[src/rtl/le_mask_sequencer.sv]
// Retires one detector-chosen element per round from the active bitmap and emits it with its sorted rank.
// Latency: address accepted -> out_valid next cycle; output accepted -> ready for next address (or done) next cycle.
// Backpressure: addr_ready is low while an element waits in OUT; out_* hold until out_ready.
module le_mask_sequencer #(
    parameter int ELEMENT_NUM      = 16,
    parameter int LOG2_ELEMENT_NUM = 4
) (
    input  logic                        clk,
    input  logic                        rst_n,
    input  logic                        start,
    input  logic [ELEMENT_NUM-1:0]      load_mask,
    input  logic                        addr_valid,
    input  logic [LOG2_ELEMENT_NUM-1:0] addr,
    output logic                        addr_ready,
    output logic [ELEMENT_NUM-1:0]      active_mask,
    output logic                        out_valid,
    input  logic                        out_ready,
    output logic [LOG2_ELEMENT_NUM-1:0] out_addr,
    output logic [ELEMENT_NUM-1:0]      out_one_hot,
    output logic [LOG2_ELEMENT_NUM:0]   out_rank,
    output logic                        busy,
    output logic                        done,
    output logic                        err
);

    localparam logic [1:0] ST_IDLE = 2'd0;
    localparam logic [1:0] ST_RUN  = 2'd1;
    localparam logic [1:0] ST_OUT  = 2'd2;
    localparam logic [1:0] ST_DONE = 2'd3;

    localparam logic [ELEMENT_NUM-1:0]    ONE_HOT_LSB = {{(ELEMENT_NUM-1){1'b0}}, 1'b1};
    localparam logic [LOG2_ELEMENT_NUM:0] CNT_ONE     = {{LOG2_ELEMENT_NUM{1'b0}}, 1'b1};

    logic [1:0]                  state;
    logic [ELEMENT_NUM-1:0]      mask;
    logic [LOG2_ELEMENT_NUM:0]   remaining;
    logic [LOG2_ELEMENT_NUM:0]   rank;
    logic [LOG2_ELEMENT_NUM:0]   load_cnt;
    logic [ELEMENT_NUM-1:0]      addr_one_hot;
    logic                        addr_hit;

    always_comb begin
        load_cnt = '0;
        for (int i = 0; i < ELEMENT_NUM; i++) begin
            load_cnt = load_cnt + {{LOG2_ELEMENT_NUM{1'b0}}, load_mask[i]};
        end
    end

    assign addr_one_hot = ONE_HOT_LSB << addr;
    assign addr_hit     = |(mask & addr_one_hot);

    // Handshake qualifiers decode straight from the state register, so reset clears them at once.
    assign addr_ready  = (state == ST_RUN);
    assign out_valid   = (state == ST_OUT);
    assign busy        = (state == ST_RUN) || (state == ST_OUT);
    assign done        = (state == ST_DONE);
    assign active_mask = mask;

    always_ff @(posedge clk or negedge rst_n) begin
        if (!rst_n) begin
            state       <= ST_IDLE;
            mask        <= '0;
            remaining   <= '0;
            rank        <= '0;
            out_addr    <= '0;
            out_one_hot <= '0;
            out_rank    <= '0;
            err         <= 1'b0;
        end else begin
            err <= 1'b0;
            case (state)
                ST_IDLE: begin
                    if (start) begin
                        mask      <= load_mask;
                        remaining <= load_cnt;
                        rank      <= '0;
                        state     <= (load_cnt == '0) ? ST_DONE : ST_RUN;
                    end
                end
                ST_RUN: begin
                    if (addr_valid) begin
                        if (addr_hit) begin
                            mask        <= mask & ~addr_one_hot;
                            out_addr    <= addr;
                            out_one_hot <= addr_one_hot;
                            out_rank    <= rank;
                            state       <= ST_OUT;
                        end else begin
                            err <= 1'b1;
                        end
                    end
                end
                ST_OUT: begin
                    if (out_ready) begin
                        rank      <= rank + CNT_ONE;
                        remaining <= remaining - CNT_ONE;
                        state     <= (remaining == CNT_ONE) ? ST_DONE : ST_RUN;
                    end
                end
                default: begin
                    state <= ST_IDLE;
                end
            endcase
        end
    end

endmodule

[config.mk]
export PLATFORM = sky130hd
export DESIGN_NAME = le_mask_sequencer
export DESIGN_NICKNAME = d
export VERILOG_FILES = /design/src/rtl/le_mask_sequencer.sv
export SDC_FILE = /design/constraint.sdc
export NUM_CORES = 1
export LEC_CHECK = 0
export CAP_MARGIN = 10
export CORE_MARGIN = 2
export CORE_UTILIZATION = 29
export DETAILED_ROUTE_END_ITERATION = 10
export PLACE_DENSITY = 0.57
export SETUP_SLACK_MARGIN = 0.5
export SYNTH_ARGS = -nofsm -noshare
export SYNTH_HDL_FRONTEND = slang
export SYNTH_SLANG_ARGS = --single-unit
[constraint.sdc]
create_clock -name clk -period 5.6 [get_ports clk]
set_input_delay 1.68 -clock clk [delete_from_list [all_inputs] [get_ports clk]]
set_output_delay 1.68 -clock clk [all_outputs]
set_load 0.005 [all_outputs]
## After elaboration in Yosys (flattened, before gate mapping)

Cells that the tools add are included.

| word-level totals | value |
|---|---|
| register bits | 54 |
| bits in latches | 0 |
| bits in writable memories | 0 |
| ROM bits | 0 |
| input port bits | 25 |
| word-level logic and storage cells | 67 |
| memories kept | 0 |

| cells by class | value |
|---|---|
| add/subtract/negate cells | 17 |
| multipliers | 0 |
| div/mod/pow operators | 0 |
| order comparisons | 0 |
| equality and inequality tests | 8 |
| shift-type cells | 1 |
| multiplexer cells | 20 |
| bitwise gates (word level) | 3 |
| reduce and logical (&&, ||, !) cells | 10 |

Operators with widths:

| kind | number |
|---|---|
| 5-bit by 1-bit adder with 5-bit output | 11 |
| 16-bit 2-to-1 mux | 3 |
| 16-bit bitwise AND | 2 |
| 16-bit one-hot mux with 2 select lines | 1 |
| 5-bit 2-to-1 mux | 4 |
| 5-bit one-hot mux with 2 select lines | 2 |
| 16-bit NOT | 1 |
| 16-bit OR reduction | 1 |
| 1-bit by 4-bit << shifter with 16-bit output, first input constant | 1 |
| 2-bit 2-to-1 mux | 6 |
| 4-bit AND reduction | 2 |
| 2-bit one-hot mux with 3 select lines | 1 |
| 3-bit AND reduction | 2 |
| 4-bit by 1-bit adder with 5-bit output | 1 |
| 5-bit by 1-bit adder with 5-bit output, second input constant | 1 |
| 5-bit by 1-bit equality test with 1-bit output, second input constant | 1 |
| 5-bit logical NOT | 1 |
| 5-bit by 1-bit subtractor with 5-bit output, second input constant | 1 |
| 3-bit by 1-bit adder with 4-bit output | 1 |
| 2-bit equality test, second input constant | 2 |
| 2-bit by 1-bit inequality test with 1-bit output, second input constant | 2 |
| 2-bit inequality test, second input constant | 2 |
| 2-bit nonzero test | 2 |
| 2-bit by 1-bit adder with 3-bit output | 1 |
| 5 further kinds | 7 |

## Longest topological paths before layout

Gate-level depths: netlist (run 1).

| logic depth | value |
|---|---|
| depth in word-level cells | 19 |
| mapped depth | 15 |
| depth with buffers taken out | 15 |

## Worst setup path after synthesis (run 1)

OpenSTA, ideal clock, no wires.

| timing | value |
|---|---|
| path kind | input to register |
| from | input port load_mask[0] |
| to | register state[1] |
| arrival time | 4866 ps |
| data required time | 5475 ps |
| setup slack | 609 ps |
| stages | 14 |
| path through | inv_1 -> fa_1 -> fa_1 -> fa_1 -> fa_1 -> inv_1 -> ha_1 -> inv_1 -> fa_1 -> xnor2_1 -> nor3_1 -> nand3_1 -> a21oi_1 -> mux2_4 |

| between the ends | value |
|---|---|
| word-level cells in the longest chain between the ends | 19 |

Ends and longest elaborated chain:

| what | RTL line | source |
|---|---|---|
| from (decl) | 11 | `input logic [ELEMENT_NUM-1:0] load_mask,` |
| 1-bit by 1-bit adder with 2-bit output | 45 | `load_cnt = load_cnt + {{LOG2_ELEMENT_NUM{1'b0}}, load_mask[i]};` |
| 2-bit by 1-bit adder with 3-bit output | 45 |  |
| 3-bit by 1-bit adder with 4-bit output | 45 |  |
| 4-bit by 1-bit adder with 5-bit output | 45 |  |
| 5-bit by 1-bit adder with 5-bit output (11 in a row) | 45 |  |
| 5-bit logical NOT | 77 | `state <= (load_cnt == '0) ? ST_DONE : ST_RUN;` |
| 2-bit 2-to-1 mux | 77 |  |
| 2-bit 2-to-1 mux | 73 | `if (start) begin` |
| 2-bit one-hot mux with 3 select lines | 71 | `case (state)` |
| to (signal assigned) | 77 |  |
| to (signal assigned) | 97 | `state <= (remaining == CNT_ONE) ? ST_DONE : ST_RUN;` |
| to (decl) | 34 | `logic [1:0] state;` |

Every way passes these cells. The select of a mux whose other input is x is not followed.
A chain may end at the register's enable or synchronous reset.

## Worst setup path after layout (run 1)

Ends and elaborated chain as after synthesis.

==> results of run 1 <==
## synthesized netlist by cell type (2+ instances only)
cell type and count:
o211a_1 4, buf_6 6, a21oi_1 13, clkbuf_1 13
mux2i_1 9, fa_1 10, mux2_2 5, buf_2 2
inv_1 43, dfrtp_1 54, or2_1 2, nor2b_1 6
o22ai_1 2, nand2_1 14, nor2_1 30, ha_1 12
nand2b_1 8, mux2_4 22, a221o_1 16, a31o_2 4
nand3_1 19, nor3_1 9, o21ai_0 34, or2_2 3
nand3b_1 3
## path summary, 6_finish.rpt
check | end | depth (start not counted) | slack [ns]
setup / recovery | state[1] | 15 | 0.61
hold / removal | out_addr[1] | 1 | 0.51
setup reg to reg | active_mask[8] | 7 | 3.08
hold reg to reg | out_addr[1] | 1 | 0.51
max in group asynchronous | state[0] | 2 | 3.61
min in group asynchronous | active_mask[8] | 2 | 1.53
## power groups by stage
stage          registers (mW)  clock network, mW  logic [mW]
3_3_place_gp            0.689                  0        1.25
6_report                0.683              0.300        1.33
4_1_cts                 0.687              0.307        1.33
3_5_place_dp            0.694                  0        1.27
2_1_floorplan           0.662                  0       0.803
5_1_grt                 0.707              0.320        1.48
## routing by layer
| layer | vias to the layer above | part of all wire, % | global-route usage (%) | wire (µm) |
|---|---|---|---|---|
| li1 | 1373 | - | - | - |
| met1 | 1413 | 46 | 20.3 | 4390 |
| met2 | 67 | 49 | 24.9 | 4660 |
| met3 | 6 | 3.8 | 2.14 | 366 |
| met4 | 0 | 1.2 | 3.25 | 116 |
| met5 | - | 0 | 0 | 0 |
## sequential cells by signal (all words and copies together), names as in the netlist
register,flops
state,2
out_one_hot,16
active_mask,16
rank,5
out_addr,4
err,1
remaining,5
out_rank,5
## cell type report
| class | count | area share [%] |
|---|---|---|
| sequential | 54 | 29.4 |
| clock buffer | 7 | 2.89 |
| inverter | 43 | 3.57 |
| tap | 168 | 4.57 |
| multi-input combinational | 245 | 43.7 |
| timing repair buffer | 76 | 15.9 |
## layout by cell type, fill, tap and decap left out, drive strengths merged
cell type	count
nor3b	2
nor3	9
nand3	19
inv	43
and2	1
a21oi	14
xor2	1
nor2b	6
o221ai	1
a31o	4
o21ba	1
o32ai	1
a31oi	1
nor4b	1
o211a	4
xnor2	1
or3	1
dfrtp	54
o22ai	3
o21ai	35
buf	15
nand2b	8
a21boi	1
nor2	31
mux2i	9
a22o	1
nand4	1
nand2	14
a2111oi	1
ha	12
fa	10
nand3b	3
mux2	27
clkbuf	8
or2	5
a21o	1
a221o	16
clkdlybuf4s50	60
## through the flow
| step | setup WS, ns | area, µm² |
|---|---|---|
| 2_1_floorplan | 0.609 | 3620 |
| 3_3_place_gp | -0.0391 | 4420 |
| 3_5_place_dp | -0.0884 | 4420 |
| 4_1_cts | 0.508 | 4580 |
| 5_1_grt | 0.468 | 4600 |
| 6_report | 0.610 | 4600 |
## cells by family after synthesis
group | after synthesis
and+or+nand+nor | 101
xor gates and xnor gates | 2
DFF | 54
buffers and inverters | 65
muxes | 36
AOI/OAI and AO/OA | 84
adders and majority gates | 22
## critical path, delay by kind of cell
kind                       cells  cell delay (ns)
and+or+nand+nor                3             0.37
AOI/OAI and AO/OA              1             0.13
muxes                          1             0.14
adders and majority gates      6             2.66
buffers and inverters          4             0.23
## what timing repair did
action,4_1_cts,5_1_grt
endpoints found under the setup margin,5,2
pin swaps,10,10
buffers inserted,2,0
resized for setup,37,21
==> out/metrics.csv, run 1 <==
metric,value,unit
unrepaired setup endpoints after global routing,true,
Sw Share,38.4,%
CTS Root Cell,clkbuf_16,
vias in the first global route,2947,
final hold violation count,0,
Initial DRT Pass Iterations,5,
fraction of layout cells with a size suffix above 1,18.4,%
RR Startpoint,state[1],
Worst EP required,5.83,ns
Layout Nets,472,
register area share after synthesis,37.3,%
mux cell area share after synthesis,13.2,%
Syn-to-layout area delta,27.0,%
DRC viols,0,
total congestion overflow,0,
overall power,2.31,mW
dominant synthesized flop cell,dfrtp_1,
Post-Synth Adder-Cell Area,9.68,%
number of synthesized flops with an enable pin,0,
Simple-Gate Fraction of Synth Area,14.0,%
area share of the largest cell type after synthesis,37.3,%
worst-path fanout max,2,
crit path DAT,5.22,ns
wire per inst,16.1,µm
CP cell instances,buf_8 -> inv_4 -> fa_1 -> fa_1 -> fa_1 -> fa_1 -> inv_2 -> ha_4 -> inv_2 -> fa_2 -> nand2_2 -> nor3_2 -> nand3_1 -> a21oi_2 -> mux2_4,
hold-fix buffers at CTS,0,
Area contributors post-synth,"dfrtp_1 (37%), mux2_4 (9.1%), fa_1 (5.5%)",
register area,1350,µm²
Crit-path slowest cell,fa_1,
clock latency on the worst-skew pair,0.29,ns
global-route wire length before repair,15600,µm
HP Class,flip-flop to flip-flop,
CTS Buf Count,5,
Final ANT Viol Nets,0,
Diodes inserted,0,
status,finished clean,
Synth Area in Compound Gates,17.2,%
drt via density,4.82,
Worst path max stage delay,0.57,ns
Final Max Slew Viols,0,
clock skew,0.00583,ns
largest net degree at the start of global routing,55,
NetSw,887,µW
via count,2859,
TritonCTS clock tree,done,
Die ar.,13400,µm²
PD cells,503,nW/µm²
Setup TNS,0,ns
Final Core Density,38.0,%
clock slew at reported path FFs,0.07,ns
GP Congestion,0.831,
area of the multi-input gates,2010,µm²
count of final setup violators,0,
Worst-Margin Slew,1.07,ns
Fmax,200,MHz
All-Layer GR Usage,14.8,%
Initial Utilization,29.9,%
largest family of logic cells by synthesized area,compound AO/OA/AOI/OAI gates,
initial drt markers,137,
cell taking the most area after synthesis,dfrtp_1,
"Async S/R FF share, synth",100,%
clock sinks,54,
number of I/O pins,71,
Max IR drop VDD,0.300,mV
Netlist Area Pre-Place,3620,µm²
Max Cap Violations,0,
Non-Filler Instances,593,
chip height,116,µm
placed cell count,584,
Setup crit start kind,input port,
Syn Nets,411,
LEAKAGE,2.03,nW
WHS,0.513,ns
DRT Wirelength,9530,µm
combinational power share,57.5,%
Hold Crit Start,out_addr[1],
Die W,116,µm
antenna violations before repair,0,
Flop pwr share,29.6,%
Crit. End Element,flip-flop,
Clk pwr share,13.0,%
post-DP HPWL,6920,µm
kind of critical path,input port to flip-flop,
Worst slew margin,28.8,%
#FFs+latches synth,54,
Cells after Synth,364,
Int Pwr,1.42,mW
Max clock buf depth,2,
xor and xnor area share after synthesis,0.484,%
Mapped Avg Cell Area,9.95,µm²
row cnt,40,
Yosys cell types,46,
Synth Warn #,0,
H-Tree Depth,2,
CP Launch Point,load_mask[0],
Final min period,4.99,ns
CP dominant cell by count,fa_1,
PortBufs,70,
core box area,12100,µm²
Layout fillers,1231,
period utilization,89.1,%
No activity file was read; power rests on OpenSTA's default activity.
==> run 2: changes to the inputs <==
--- a/config.mk
+++ b/config.mk
@@ -5,8 +5,8 @@
 export SDC_FILE = /design/constraint.sdc
 export NUM_CORES = 1
 export LEC_CHECK = 0
-export CAP_MARGIN = 10
-export CORE_MARGIN = 2
+export CAP_MARGIN = 20
+export CORE_MARGIN = 3
 export CORE_UTILIZATION = 29
 export DETAILED_ROUTE_END_ITERATION = 10
 export PLACE_DENSITY = 0.57
==> out/metrics.csv, run 2 (same netlist as run 1, synthesis figures left out) <==
metric,value,unit,change
status,finished clean,,
reg2reg path depth,7,,unchanged
CP cell instances,buf_2 -> inv_2 -> fa_1 -> fa_1 -> fa_1 -> fa_1 -> inv_1 -> ha_2 -> inv_2 -> fa_2 -> nand2_2 -> nor3_2 -> nand3_1 -> a21oi_2 -> mux2_4,,
Crit-path slowest cell,fa_1,,
vias in the first global route,3000,,+1.8%
worst setup margin,0.499,ns,-0.110 ns
post-DP HPWL,6870,µm,-0.67%
Final Max Slew Viols,0,,unchanged
Worst-Margin Slew,0.901,ns,-0.165 ns
Die ar.,13900,µm²,+3.5%
antenna violations before repair,0,,unchanged
Worst slew margin,39.9,%,+11 points
fraction of layout cells with a size suffix above 1,19.6,%,+1.2 points
"leading cell types in the layout, fill and taps excluded","clkdlybuf4s50_1 (60), dfrtp_1 (54), o21ai_0 (34)",,
HP Class,flip-flop to flip-flop,,
CTS Root Cell,clkbuf_16,,
Non-Filler Instances,597,,+0.67%
LEAKAGE,2.07,nW,+1.9%
core box area,12100,µm²,unchanged
Max IR drop VDD,0.272,mV,-9.5%
row cnt,40,,unchanged
via count,2861,,+0.070%
overall power,2.40,mW,+3.9%
DRC viols,0,,unchanged
period utilization,91.1,%,+2.0 points
Worst EP required,5.83,ns,about the same
drt via density,4.79,,-0.60%
final hold violation count,0,,unchanged
worst-path fanout max,2,,unchanged
number of I/O pins,71,,unchanged
initial drt markers,96,,-30%
Diodes inserted,0,,unchanged
Final ANT Viol Nets,0,,unchanged
CP dominant cell by count,fa_1,,
PD cells,515,nW/µm²,+2.4%
wire per inst,16.2,µm,+0.61%
Layout Nets,475,,+0.64%
global-route wire length before repair,15600,µm,+0.26%
total congestion overflow,0,,unchanged
Worst path max stage delay,0.55,ns,-0.02 ns
chip height,118,µm,+1.7%
flop-to-flop setup slack,3.08,ns,about the same
Syn-to-layout area delta,28.7,%,
TritonCTS clock tree,done,,
count of final setup violators,0,,unchanged
Initial Utilization,29.9,%,unchanged
Crit. End Element,flip-flop,,
CTS Buf Count,5,,unchanged
clock slew at reported path FFs,0.07,ns,about the same
DRT Wirelength,9650,µm,+1.3%
pre-CTS setup slack,-0.111,ns,-0.0223 ns
Finished Cell Area,4660,µm²,+1.4%
Fmax,196,MHz,-2.2%
Max Cap Violations,0,,unchanged
placed instance area,4430,µm²,+0.17%
clock skew,0.0106,ns,+0.00475 ns
Initial DRT Pass Iterations,4,,-1
"most common cell after layout, fill and taps aside",clkdlybuf4s50_1,,
Final Core Density,38.5,%,+0.53 points
All-Layer GR Usage,13.7,%,-1.1 points
Setup crit start kind,input port,,
crit path DAT,5.33,ns,+0.11 ns
largest net degree at the start of global routing,55,,unchanged
PortBufs,70,,unchanged
worst hold stages,1,,unchanged
placed cell count,585,,+0.17%
Max clock buf depth,2,,unchanged
clock latency on the worst-skew pair,0.29,ns,about the same
Die W,118,µm,+1.7%
H-Tree Depth,2,,unchanged
Final min period,5.10,ns,+0.110 ns
kind of critical path,input port to flip-flop,,
clock sinks,54,,unchanged
GP Congestion,0.823,,-0.97%
unrepaired setup endpoints after global routing,true,,
run 2: final timing paths:
| path | end | from |
|---|---|---|
| worst min register to register | out_rank[1] | out_rank[1] |
| worst max register to register | active_mask[8] | state[1] |
| min in group asynchronous | active_mask[12] | rst_n |
| max in group asynchronous | out_one_hot[6] | rst_n |
| worst max-delay path | state[1] | load_mask[0] |
| worst min-delay path | out_rank[1] | out_rank[1] |
run 2: where the power goes:
part	total, mW	internal (mW)	switching, mW	leakage (nW)
Sequential	0.685	0.543	0.142	0.685
Combinational	1.34	0.719	0.624	1.30
Clock	0.373	0.225	0.147	0.0875
run 2: repair_timing:
action	in CTS	in global routing
setup buffers	3	1
setup endpoints to repair	5	1
hold buffers	0	0
pin swaps	10	9
gates resized for setup	54	7
run 2: area by class of cell:
cell class	instances	area (µm²)
clock inverter	2	38.8
fill	1255	7450
sequential	54	1350
tap	168	210
timing repair buffer	79	757
multi-input combinational	245	2000
clock buffer	6	139
inverter	43	166
run 2: per-layer routing:
metal  GRT usage (%)  part of all wire, %  vias to the layer above
li1                -                    -                     1387
met1            18.4                   47                     1406
met2            23.3                   48                       60
met3            2.16                  3.7                        8
met4            2.71                  1.2                        0
met5               0                    0                        -
run 2: worst max-delay path, delay by kind of cell:
family                   cells  cell delay, ns
adder cells (fa/ha/maj)      6            2.70
multiplexers                 1            0.14
AO/OA/AOI/OAI                1            0.13
buffers and inverters        4            0.28
AND/OR/NAND/NOR              3            0.41
run 2: stage by stage:
| stage | hold WS [ns] | TNS [ns] |
|---|---|---|
| 6_report | 0.517 | 0 |
| 5_1_grt | 0.532 | 0 |
| 4_1_cts | 0.517 | 0 |
| 3_5_place_dp | 0.497 | -0.111 |
| 3_3_place_gp | 0.500 | -0.0398 |
| 2_1_floorplan | 0.495 | 0 |
